**src/rtl/timer_mmss.sv**
```systemverilog
// rtl/timer_mmss.sv - MM:SS BCD countdown timer fed by the keypad encoder
//
// Builds an MM:SS setpoint from encoder digits shifted in from the right,
// then counts down to 00:00 on 1 Hz ticks once countdown mode is selected.
//
// Optional feature macro: TIMER_ALARM_EN (expiry alarm held for ALARM_TICKS ticks).
//
// Parameters:
//   SYNC_STAGES  synchroniser depth for loadn / pgt_1hz (2..3)
//   ALARM_TICKS  ticks the alarm stays high after expiry (1..15)
//
// Ports:
//   clk        system clock
//   clearn     asynchronous active-low reset
//   bcd_input  BCD digit from the encoder
//   loadn      active-low digit-valid strobe (asynchronous to clk)
//   pgt_1hz    1 Hz pulse train (asynchronous to clk)
//   enablen    0 = entry mode, 1 = countdown mode
//   min_tens   minutes tens digit
//   min_ones   minutes ones digit
//   sec_tens   seconds tens digit
//   sec_ones   seconds ones digit
//   zero       all four digits are 0
//   alarm      expiry alarm (constant 0 without TIMER_ALARM_EN)

module timer_mmss #(
    parameter int SYNC_STAGES = 2,
    parameter int ALARM_TICKS = 3
) (
    input  logic       clk,
    input  logic       clearn,
    input  logic [3:0] bcd_input,
    input  logic       loadn,
    input  logic       pgt_1hz,
    input  logic       enablen,
    output logic [3:0] min_tens,
    output logic [3:0] min_ones,
    output logic [3:0] sec_tens,
    output logic [3:0] sec_ones,
    output logic       zero,
    output logic       alarm
);

    // Elaboration-time parameter range checks.
    if (SYNC_STAGES < 2 || SYNC_STAGES > 3) begin : g_bad_sync_stages
        $error("timer_mmss: SYNC_STAGES must be 2..3");
    end
    if (ALARM_TICKS < 1 || ALARM_TICKS > 15) begin : g_bad_alarm_ticks
        $error("timer_mmss: ALARM_TICKS must be 1..15");
    end

    // ------------------------------------------------------------------
    // Input synchronisers and edge detectors
    // ------------------------------------------------------------------
    // Both chains reset to the idle level of their input so that leaving
    // reset with the strobes idle never manufactures a spurious event.
    logic [SYNC_STAGES-1:0] loadn_sync;
    logic [SYNC_STAGES-1:0] pgt_sync;
    logic                   loadn_hist;
    logic                   pgt_hist;
    logic                   loadn_s;
    logic                   pgt_s;
    logic                   load_evt;
    logic                   tick_evt;

    always_ff @(posedge clk or negedge clearn) begin
        if (!clearn) begin
            loadn_sync <= '1;
            pgt_sync   <= '0;
            loadn_hist <= 1'b1;
            pgt_hist   <= 1'b0;
        end else begin
            loadn_sync <= {loadn_sync[SYNC_STAGES-2:0], loadn};
            pgt_sync   <= {pgt_sync[SYNC_STAGES-2:0], pgt_1hz};
            loadn_hist <= loadn_s;
            pgt_hist   <= pgt_s;
        end
    end

    assign loadn_s  = loadn_sync[SYNC_STAGES-1];
    assign pgt_s    = pgt_sync[SYNC_STAGES-1];

    // Single-clk event pulses: load on the falling strobe, tick on the
    // rising 1 Hz edge.
    assign load_evt = loadn_hist & ~loadn_s;
    assign tick_evt = pgt_s & ~pgt_hist;

    // ------------------------------------------------------------------
    // Event qualification by mode
    // ------------------------------------------------------------------
    logic digit_ok;
    logic do_shift;
    logic do_count;

    assign digit_ok = (bcd_input <= 4'd9);
    assign zero     = (min_tens == 4'd0) && (min_ones == 4'd0) &&
                      (sec_tens == 4'd0) && (sec_ones == 4'd0);

    // Only the event belonging to the current mode acts; the other one is
    // simply dropped, which also resolves same-clk collisions.
    assign do_shift = ~enablen & load_evt & digit_ok;
    assign do_count =  enablen & tick_evt & ~zero;

    // ------------------------------------------------------------------
    // One-second decrement with BCD borrow
    // ------------------------------------------------------------------
    // Seconds tens above 5 (e.g. 01:90) is allowed: it counts down like
    // any other digit and only wraps to 5 when borrowing from 0.
    logic [3:0] dec_mt;
    logic [3:0] dec_mo;
    logic [3:0] dec_st;
    logic [3:0] dec_so;

    always_comb begin
        dec_mt = min_tens;
        dec_mo = min_ones;
        dec_st = sec_tens;
        dec_so = sec_ones - 4'd1;
        if (sec_ones == 4'd0) begin
            dec_so = 4'd9;
            if (sec_tens != 4'd0) begin
                dec_st = sec_tens - 4'd1;
            end else begin
                dec_st = 4'd5;
                if (min_ones != 4'd0) begin
                    dec_mo = min_ones - 4'd1;
                end else begin
                    // do_count guarantees zero=0, so min_tens is non-zero here.
                    dec_mo = 4'd9;
                    dec_mt = min_tens - 4'd1;
                end
            end
        end
    end

    // ------------------------------------------------------------------
    // Digit registers
    // ------------------------------------------------------------------
    always_ff @(posedge clk or negedge clearn) begin
        if (!clearn) begin
            min_tens <= 4'd0;
            min_ones <= 4'd0;
            sec_tens <= 4'd0;
            sec_ones <= 4'd0;
        end else if (do_shift) begin
            min_tens <= min_ones;
            min_ones <= sec_tens;
            sec_tens <= sec_ones;
            sec_ones <= bcd_input;
        end else if (do_count) begin
            min_tens <= dec_mt;
            min_ones <= dec_mo;
            sec_tens <= dec_st;
            sec_ones <= dec_so;
        end
    end

`ifdef TIMER_ALARM_EN
    // ------------------------------------------------------------------
    // Expiry alarm
    // ------------------------------------------------------------------
    // A counting tick can only land on 00:00 when it starts from 00:01,
    // so expiry is detected from the current digits rather than from the
    // decrement result.
    typedef enum logic {
        ALM_IDLE,
        ALM_RING
    } alm_state_t;

    alm_state_t alm_state;
    logic [3:0] alm_cnt;
    logic       expire;

    assign expire = do_count &&
                    (min_tens == 4'd0) && (min_ones == 4'd0) &&
                    (sec_tens == 4'd0) && (sec_ones == 4'd1);

    always_ff @(posedge clk or negedge clearn) begin
        if (!clearn) begin
            alm_state <= ALM_IDLE;
            alm_cnt   <= 4'd0;
            alarm     <= 1'b0;
        end else if (load_evt) begin
            // Any load event, valid or not and in either mode, silences it.
            alm_state <= ALM_IDLE;
            alm_cnt   <= 4'd0;
            alarm     <= 1'b0;
        end else begin
            case (alm_state)
                ALM_IDLE: begin
                    if (expire) begin
                        alm_state <= ALM_RING;
                        alm_cnt   <= 4'(ALARM_TICKS);
                        alarm     <= 1'b1;
                    end
                end
                ALM_RING: begin
                    // Counter hitting 0 on a tick keeps the alarm up for
                    // that clk; it drops on the following one.
                    if (alm_cnt == 4'd0) begin
                        alm_state <= ALM_IDLE;
                        alarm     <= 1'b0;
                    end else if (tick_evt) begin
                        alm_cnt <= alm_cnt - 4'd1;
                    end
                end
                default: begin
                    alm_state <= ALM_IDLE;
                    alm_cnt   <= 4'd0;
                    alarm     <= 1'b0;
                end
            endcase
        end
    end
`else
    assign alarm = 1'b0;
`endif

endmodule

```
**config.mk**
```make
export PLATFORM = sky130hd
export DESIGN_NAME = timer_mmss
export DESIGN_NICKNAME = d
export VERILOG_FILES = /design/src/rtl/timer_mmss.sv
export SDC_FILE = /design/constraint.sdc
export NUM_CORES = 1
export LEC_CHECK = 0
export BUFFER_PORTS_ARGS = -buffer_cell sky130_fd_sc_hd__buf_2
export CORE_UTILIZATION = 57
export DETAILED_ROUTE_END_ITERATION = 16
export PLACE_DENSITY = 0.9
export SLEW_MARGIN = 20
export SYNTH_ARGS = -nofsm -noshare
export SYNTH_HDL_FRONTEND = slang
export SYNTH_SLANG_ARGS = --single-unit
export TNS_END_PERCENT = 10
```
**constraint.sdc**
```tcl
create_clock -name clk -period 2.8 [get_ports clk]
set_clock_uncertainty 0.15 [all_clocks]
set_input_delay 0.42 -clock clk [delete_from_list [all_inputs] [get_ports clk]]
set_output_delay 0.42 -clock clk [all_outputs]
set_load 0.01 [all_outputs]
```
Word level (Yosys, flattened, before mapping) --
Index checks and enable logic that the tools add are counted. Widths: inputs -> output; s select.
Storage, ports and cells: bits in registers 22, bits in latches 0, RAM bits 0, ROM bits 0, input bits 9, memories 0
Operators by class: add/sub/neg operators 4, multipliers 0, divide/modulo/power cells 0, magnitude comparators 1, equal/unequal tests 2, shifts and indexed selects 0, muxes and demuxes 17, bitwise operators 10, reduce and logical (&&, ||, !) cells 14
Operators by type and width (number):
- $mux 4 | 17
- $logic_not 4->1 | 4
- $sub 4x1->4 const B | 4
- $reduce_bool 4->1 | 2
- $and 1x1->1 | 6
- $le 4x4->1 const B | 1
- $ne 2x2->1 const B | 2
- $not 1->1 | 4
- $reduce_and 4->1 | 1
- $reduce_bool 2->1 | 2
- $logic_and 1x1->1 | 3
- $reduce_and 3->1 | 1
- $reduce_and 2->1 | 1

Logic depth before layout (Yosys ltp) --
depth in word-level cells 8, mapped depth 6, depth with buffers taken out 6

Least setup slack after synthesis --
Ideal clock, no wire load.
kind reg-to-reg, from register min_tens[0], to register min_tens[3], setup time 0.082 ns, arrival 1.716 ns, data required time 2.568 ns, path slack 0.852 ns, cell stages (with the launch flop) 7, buffers on the path 0, period minus slack after synthesis 1.948 ns, path through dfrtp_1 > inv_1 > ha_1 > nor3b_2 > or4_1 > or3_1 > a31oi_1
Between the ends: cells in the longest elaborated chain, start to end 8, elaborated cells on any way between the ends 14, classes of those cells add/sub (1); mux (5); bitwise (2); reduce/logical (6)
Ends and longest elaborated chain:
- start, declared | line 36 | output logic [3:0] min_tens,
- start signal, assigned | line 146 | min_tens <= min_ones;
- start signal, assigned | line 151 | min_tens <= dec_mt;
- parallel branches: the longest is 8 deep, another holds $sub 4x1->4
Parallel ways; which one is timed is not known. The select of a mux whose other input is x is not followed. A chain may end at the register's enable or synchronous reset.

Worst setup path in the final report --
from register min_tens[0], to output zero
Between the ends: cells in the longest elaborated chain, start to end 4
Ends and longest elaborated chain:
- $logic_not 4->1 | line 96 | assign zero = (min_tens == 4'd0) && (min_ones == 4'd0) &&
- $logic_and 1x1->1 (2 in a row) | line 96
- $logic_and 1x1->1 | line 97 | (sec_tens == 4'd0) && (sec_ones == 4'd0);
- end, declared | line 40 | output logic zero,
Every way passes these cells.

==> results.tsv <==
stage	metric	value	unit
place	place_hpwl	1.94	mm
detailed_routing	num_vias	1085	
timing	period_minus_slack	2.46	ns
cts	cts-root-buf	clkbuf_4	
grt	grt_pass1_vias	1067	
logic_synthesis	synth-async-reset-ratio	100	%
timing	worst_pin_slew	0.661	ns
logic_synthesis	synthTopCellsByArea	dfrtp_1, dfstp_2, nor4_4	
grt	grt_max_degree	23	
detailed_routing	routed_via_density	6.13	
cts	clock_sinks	22	
die	die_area	2400	sq um
logic_synthesis	yosysUniqueCellTypes	42	
timing	relSlewSlack	55.8	%
worst_setup_path	rr_startpoint	min_ones[3]$_DFFE_PN0P_	
cts	ctsResizeCount	0	
status	outcome	complete, no violations	
worst_setup_path	max_stage_delay	0.44	ns
final_layout	area_growth	13.5	%
logic_synthesis	synth.avg_cell_area	9.89	sq um
cts	ctsLongestPathBuffers	2	
die	core	2020	sq um
worst_setup_path	cp_slowest_cell	dfrtp_1	
detailed_routing	wl_per_cell	15.0	um
cts	clk_latency	0.32	ns
grt	overflow	0	
logic_synthesis	ys_seq_area_share	44.1	%
cts	path_clk_slew	0.13	ns
detailed_routing	dr.first_iter.drc_count	35	
cts	cts_buffers	3	
timing	fin_tns_setup	0	ns
detailed_routing	drc_errors	0	
worst_setup_path	crit_required	2.23	ns
timing	fin_crit_sh	87.8	%
detailed_routing	ant_nets	0	
logic_synthesis	synth_top_area_share	37.8	%
min_path	min_to	loadn_sync[0]$_DFF_PN1_	
logic_synthesis	syn_area	1260	sq um
logic_synthesis	ys_seq_elements	22	
worst_setup_path	crit_chain	inv_1 > ha_1 > nor3b_2 > and4_2 > buf_2	
final_layout	utilization	70.5	%
final_layout	finalNonFillerCells	177	
grt	grt_pass1_wl	4.71	mm
logic_synthesis	synth_edf_count	0	
pwr	power_density	843	nW/um^2
timing	slew_violations	0	
timing	setup_violations	0	
grt	grtUsageTotal	25.5	%
die	start_util	62.1	%
die	io_pins	27	
logic_synthesis	yosys-top-cells-count	dfrtp_1, nor2_1, nand2_1, a31oi_1, o21ai_0	
pwr	irDropWorstVdd	0.564	mV
worst_setup_path	path_class	flip-flop to output port	
cts	htreeDepth	1	
logic_synthesis	ys_warn_count	0	
worst_setup_path	startpoint_type	flip-flop	
worst_setup_path	r2r-end	min_tens[2]$_DFFE_PN0P_	
cts	post_cts_buffers	0	
worst_setup_path	path_buf_inv	2	
logic_synthesis	synth_largest_area_cell	dfrtp_1	
grt	antenna_found_initial	0	
worst_setup_path	crit_arrival	1.89	ns
place	port_buffers	25	
min_path	hp-start	loadn	
worst_setup_path	startpoint	min_tens[0]$_DFFE_PN0P_	
timing	fmax	0.407	GHz
die	num_rows	16	
worst_setup_path	reg2reg_depth	4	
logic_synthesis	syn_inst	127	
detailed_routing	wl	2.66	mm
pwr	leakage	0.000595	uW
cts	cts_tree	yes	
place	placed_cells	172	
min_path	whs_path_depth	1	
detailed_routing	first_pass_iters	5	
logic_synthesis	synth_fp_nets	138	
die	fp.dieW	48.9	um
place	gp_congestion	0.871	
logic_synthesis	synth_most_common_cell	dfrtp_1	
worst_setup_path	end_kind	output port	
final_layout	drive_above_1_share	28.0	%
worst_setup_path	cp_max_fo	7	
min_path	hold_path_class	primary input to flip-flop	
run	drv_cap	0	
timing	rsz0062_at_grt	no	
final_layout	diodes	0	
final_layout	nets	162	
logic_synthesis	synth-main-ff-cell	dfrtp_1	
die	die_h	48.9	um
worst_setup_path	cp_top_family	simple AND/OR/NAND/NOR gates	
worst_setup_path	r2r_slack	0.71	ns
timing	final_hold_viol_count	0	
cts	cts-hold-fix-buffers	1	
per-layer routing:
layer,global-route usage [%],vias to the layer above,share of wire (%)
met5,0,-,0
met4,11.3,0,1.8
met3,2.80,6,2.7
met2,44.4,24,49
met1,31.6,534,47
li1,-,521,-
cells in the final DEF, fill, tap and decap left out, types with 2 or more instances in the layout:
master,count
a21oi_1,5
a31oi_1,8
and2_1,2
buf_2,25
clkbuf_4,3
dfrtp_1,19
dfstp_2,3
ha_1,2
inv_1,3
nand2_1,12
nand3_1,2
nand3b_1,3
nor2_1,14
nor3_1,2
nor4_4,3
o211ai_1,6
o21ai_0,8
o31ai_1,3
or3_1,2
or4_1,4
report_power, final:
part	switching (uW)	leakage, uW	internal (uW)
clock network	107	0.0000279	145
registers	171	0.000259	398
logic	197	0.000309	184
total	476	0.000595	727
sequential cells by signal, indices dropped and copies added, names as in the netlist:
register    count
loadn_hist      1
loadn_sync      2
pgt_hist        1
pgt_sync        2
min_tens        4
sec_ones        4
sec_tens        4
min_ones        4
cells by family (layout without fill, tap and decap cells):
| logic type | count (synthesis) | in the layout | share of synthesized area (%) |
|---|---|---|---|
| adder cells (fa/ha/maj) | 2 | 2 | 1.99 |
| flip-flops | 22 | 22 | 44.1 |
| AO/OA/AOI/OAI | 37 | 37 | 19.7 |
| buffers and inverters | 10 | 33 | 4.98 |
| AND/OR/NAND/NOR | 55 | 55 | 28.9 |
| other | 1 | 1 | 0.299 |
worst max path at each step:
stage | endpoint | slack (ns) | cells past startpoint
floorplan | min_tens[3]$_DFFE_PN0P_ | 0.85 | 6
global route | zero | 0.25 | 5
detailed placement | zero | 0.74 | 5
CTS | zero | 0.36 | 5
global placement | min_tens[2]$_DFFE_PN0P_ | 0.82 | 4
finish | zero | 0.34 | 5
final cells by class:
cell class                 instances  area [sq um]
clock buffer                       3          22.5
clock inverter                     1          30.0
fill                             164           596
inverter                           3          11.3
multi-input combinational         95           639
sequential                        22           554
tap                               27          33.8
timing repair buffer              26           135
per-stage QoR:
stage / setup WS [ns] / cell area [sq um] / hold slack (ns) / total power [uW]
after floorplan: 0.852 / 1260 / -0.0256 / 811
after global placement: 0.821 / 1360 / 0.189 / 923
after detailed placement: 0.743 / 1360 / 0.199 / 952
after CTS: 0.357 / 1430 / 0.0179 / 1200
after global routing: 0.245 / 1430 / 0.0189 / 1280
final: 0.341 / 1430 / 0.0240 / 1200
(Power assumes the default switching activity.)
